[config.mk]
export PLATFORM = sky130hd
export DESIGN_NAME = shift_register
export DESIGN_NICKNAME = d
export VERILOG_FILES = /design/src/rtl/shift_register.sv
export SDC_FILE = /design/constraint.sdc
export NUM_CORES = 1
export LEC_CHECK = 0
export ABC_AREA = 1
export ABC_CLOCK_PERIOD_IN_PS = 1700
export CORE_AREA = 3 3 40 42
export DETAILED_ROUTE_END_ITERATION = 16
export DIE_AREA = 0 0 43 45
export GPL_TIMING_DRIVEN = 1
export SYNTH_ARGS = -nofsm -noshare
export SYNTH_HDL_FRONTEND = slang
export SYNTH_SLANG_ARGS = --single-unit
[constraint.sdc]
create_clock -name CLK -period 1.7 [get_ports CLK]
set_input_delay 0.34 -clock CLK [delete_from_list [all_inputs] [get_ports CLK]]
set_output_delay 0.34 -clock CLK [all_outputs]
set_load 0.005 [all_outputs]
[src/rtl/shift_register.sv]
// shift_register: 4-bit loadable register with one-step left/right shift and left-shift carry flag
module shift_register (
    input  logic       CLK,
    input  logic       RESET,
    input  logic [3:0] IN1,
    input  logic       LOAD_ENABLE,
    input  logic [1:0] SHIFT,
    output logic [3:0] OUT,
    output logic       FLAG
);
    logic [3:0] dataReg;
    logic [3:0] data_d;
    logic [3:0] src;
    logic       flag_q;
    logic       flag_d;

    // Operand select, then shift as 5-bit {carry,data}; conflicting 2'b11 falls through to plain load/hold
    always_comb begin
        src = LOAD_ENABLE ? IN1 : dataReg;
        {flag_d, data_d} = (SHIFT == 2'b10) ? {src, 1'b0} :
                           (SHIFT == 2'b01) ? {2'b00, src[3:1]} :
                                              {1'b0, src};
    end

    // State register with synchronous reset overriding every other control
    always_ff @(posedge CLK) begin
        if (RESET) begin
            dataReg <= 4'b0000;
            flag_q  <= 1'b0;
        end else begin
            dataReg <= data_d;
            flag_q  <= flag_d;
        end
    end

    assign OUT  = dataReg;
    assign FLAG = flag_q;
endmodule

Word-level counts from Yosys, hierarchy flattened
Index checks and enable logic that the tools add are counted.
{"block": "op_classes", "n_reduce_logical": 1, "mux": 3, "eq_ne": 2}
{"cell": "4-bit two-way mux", "count": 2}
{"cell": "5-bit two-way mux", "count": 1}
{"cell": "2-bit by 1-bit equality test with 1-bit output (second input constant)", "count": 1}
{"cell": "2-bit equality test (second input constant)", "count": 1}
{"cell": "2-bit OR reduction", "count": 1}
{"block": "totals", "ff_bits": 5, "inputBits": 9}

Logic depth before layout (Yosys ltp)
{"block": "logic_depth", "word_depth": 3, "ltp_mapped": 5, "ltp_nobuf": 5}

Least setup slack after synthesis
No wires, ideal clock.
{"block": "synth_timing", "kind": "input -> register", "startpoint": "in SHIFT[1]", "endpoint": "reg dataReg[1], in the netlist OUT[1]", "stages": 5, "setup_ns": 0.113, "setup_slack_ns": 0.883, "t_arrival_ns": 0.704, "cell_sequence": "inv_1 -> nor2_1 -> nor2_4 -> nand3_1 -> nand2_1"}
{"block": "synth_via", "elab_chain_cells": 3, "elab_cells_between_ends": 4, "classes_between": "2 x eq/ne; 2 x mux"}
{"item": "from (decl)", "line_no": "7", "rtl": "input logic [1:0] SHIFT,"}
{"item": "2-bit by 1-bit equality test with 1-bit output", "line_no": "21", "rtl": "(SHIFT == 2'b01) ? {2'b00, src[3:1]} :"}
{"item": "4-bit two-way mux", "line_no": "21"}
{"item": "5-bit two-way mux *", "line_no": "20", "rtl": "{flag_d, data_d} = (SHIFT == 2'b10) ? {src, 1'b0} :"}
{"item": "to (signal assigned)", "line_no": "31", "rtl": "dataReg <= data_d;"}
{"item": "to (decl)", "line_no": "11", "rtl": "logic [3:0] dataReg;"}
Mark *: on every way between the ends. The rest lies on a longest branch, timed or not.
A chain may end at the register's enable or synchronous reset.

Worst setup path after layout
{"block": "layout_timing", "startpoint": "reg dataReg[2], in the netlist OUT[2]", "endpoint": "out OUT[2]"}
{"item": "to (decl)", "line_no": "8", "rtl": "output logic [3:0] OUT,"}
No word-level cell between the ends.

==> results_dict.tcl <==
set metrics [dict create \
    routed-via-count 313 \
    grt_pass1_wl_um 1000 \
    critPathMaxStageDelay_ps 500 \
    slowest_stage "clkdlybuf4s50_1" \
    fin_crit_ps 1400 \
    grt_pass1_vias 284 \
    ant_nets 0 \
    cts_hold_buf 0 \
    drive_gt1_share_pct 13.6 \
    async_reset_ff_share_pct 0 \
    rrSetupSlack_ps 980 \
    synth-simple-area-share_pct 56.9 \
    syn_to_final_growth_pct 64.8 \
    p_int_uw 255 \
    wl_per_cell_um 8.55 \
    max_freq_mhz 712 \
    viasPerCell 4.23 \
    fin_skew_ps 1.77 \
    synth.area.top_cells "dfxtp_1, nand2_1, nand3_1" \
    p_comb_share_pct 22.1 \
    worst_ir_drop_vdd_v 0.000222 \
    max_slew.worst_pin.slew_ps 278 \
    ys.flop_type "dfxtp_1" \
    final_util_pct 34.7 \
    grt_max_degree 6 \
    drc 0 \
    rr_endpoint "OUT[1]" \
    ys_warn_count 0 \
    die_x_um 43 \
    cts_tree "yes" \
    yosys-top-cells-count "nand2_1, nand3_1, dfxtp_1, nor2_1, inv_1" \
    clk_path_buf_depth 2 \
    gp_congestion 0.801 \
    firstDrtPassIters 4 \
    path_delay_family "buffers and inverters" \
    outcome "complete, no violations" \
    synth_edf_count 0 \
    synth-xor-area-share_pct 0 \
    synth_seq_cells 5 \
    required_ps 1360 \
    synth_adder_area_share_pct 0 \
    syn_area_um2 270 \
    hold_viol_final 0 \
    power_density_nw_per_um2 748 \
    yosysMostFrequentCell "nand2_1" \
    rows 13 \
    worst_setup_path_end_kind "output port" \
    finalSetupTns_ps 0 \
    die_height_um 45 \
    maxSlewHeadroom_pct 81.4 \
    r2r_cells 4 \
    layout.nets 69 \
    clock_latency_ps 230 \
    hold_path_end "OUT[1]" \
    crit_fanout 2 \
    netlist_instances 42 \
    pin_count 14 \
    cts-resized-gates 0 \
    start_util_pct 21.0 \
    root_buffer "clkbuf_4" \
    p_sw_share_pct 23.5 \
    dieArea_um2 1940 \
    numPortBuffers 13 \
    ys_seq_area_share_pct 37.0 \
    synth-compound-area-share_pct 1.85 \
    clk_pin_slew_ps 40 \
    synth_nets 51 \
    r2r_start "OUT[1]" \
    cts_buffers 3 \
    clkPwrFrac_pct 39.1 \
    design_power_total_uw 333 \
    path_cells "clkdlybuf4s50_1" \
    rsz0062_at_grt "no" \
    first_iter_violations 12 \
    start_kind "flop" \
    arrival_ps 1060 \
    slew_viol_final 0 \
    nFillCells 149 \
    coreArea_um2 1280 \
    antenna_found_initial 0 \
    criticalPathCategory "flop to output port" \
    htree_levels 1 \
    yosysTopAreaCell "dfxtp_1" \
    seqPwrFrac_pct 38.7 \
    clock_sinks 5 \
    worst-path-buf-inv 1 \
    n_antenna_cell 0 \
    cts_setup_buffers 0 \
    synth_mux_area_share_pct 0 \
    ys_types 12 \
    setup_viol 0 \
    p_leak_nw 0.209 \
    drv_cap 0 \
    grt_use_total_pct 6.83 \
    hp-start "OUT[0]" \
    fin_crit_sh_pct 82.6 \
    overflow 0 \
    synth_top_area_share_pct 37.0 \
    p_switching_uw 78.4 \
    syn_avg_cell_area_um2 6.43 \
    hold_depth 4 \
    finalWirelength_um 633 \
    synth_top_family_by_area "simple AND/OR/NAND/NOR gates" \
    hold_path.class "flop to flop" \
]
-- sequential cells by signal (all words and copies together), names as in the netlist --
name and cells:
OUT 4, FLAG 1
-- worst max-delay path by stage --
stage	startpoint	end	slack, ps	depth (start not counted)
CTS	OUT[2]	OUT[2]	280	1
global route	OUT[1]	OUT[1]	270	1
detailed placement	LOAD_ENABLE	OUT[1]	270	6
floorplan	SHIFT[1]	OUT[1]	880	5
global placement	LOAD_ENABLE	OUT[1]	260	6
finish	OUT[2]	OUT[2]	300	1
-- stage by stage --
stage               setup WS (ps)  area [µm²]  std cells  hold WS, ps
floorplan                     883         270         42          504
global placement              258         419         70          573
detailed placement            267         419         70          580
CTS                           284         445         74          588
global route                  267         445         74          620
finish                        296         445         74          587
-- power groups by stage --
stage	sequential [mW]	combinational, mW	clock, mW
final	0.129	0.0738	0.130
after global routing	0.130	0.0811	0.143
after CTS	0.129	0.0738	0.137
after detailed placement	0.131	0.0737	0
after global placement	0.131	0.0733	0
after floorplan	0.132	0.0302	0
-- cells by family (layout without fill, tap and decap cells) --
kind of cell	after synthesis	in the layout
flops	5	5
simple gates	33	33
buf+inv	3	20
compound gates	1	1
-- layout make-up --
class	count	area (µm²)	share of cell area, %
Multi-Input combinational cell	34	159	35.7
Tap cell	15	18.8	4.21
Clock buffer	4	26.3	5.90
Inverter	3	11.3	2.53
Timing Repair Buffer	13	130	29.2
Sequential cell	5	100	22.5
-- cells in the final DEF, fill, tap and decap left out, drive strengths merged --
cell type       n
dfxtp           5
nand2          19
clkbuf          4
o21ai           1
nor2            5
and2            1
inv             3
nand3           7
clkdlybuf4s50  13
nor3            1
-- routing by layer --
layer / part of all wire [%] / up-vias / global-route usage (%)
li1: - / 165 / -
met1: 43 / 130 / 7.97
met2: 45 / 18 / 11.1
met3: 12 / 0 / 0.398
met4: 0 / 0 / 6.63
met5: 0 / - / 0
No activity file was read; power rests on OpenSTA's default activity.
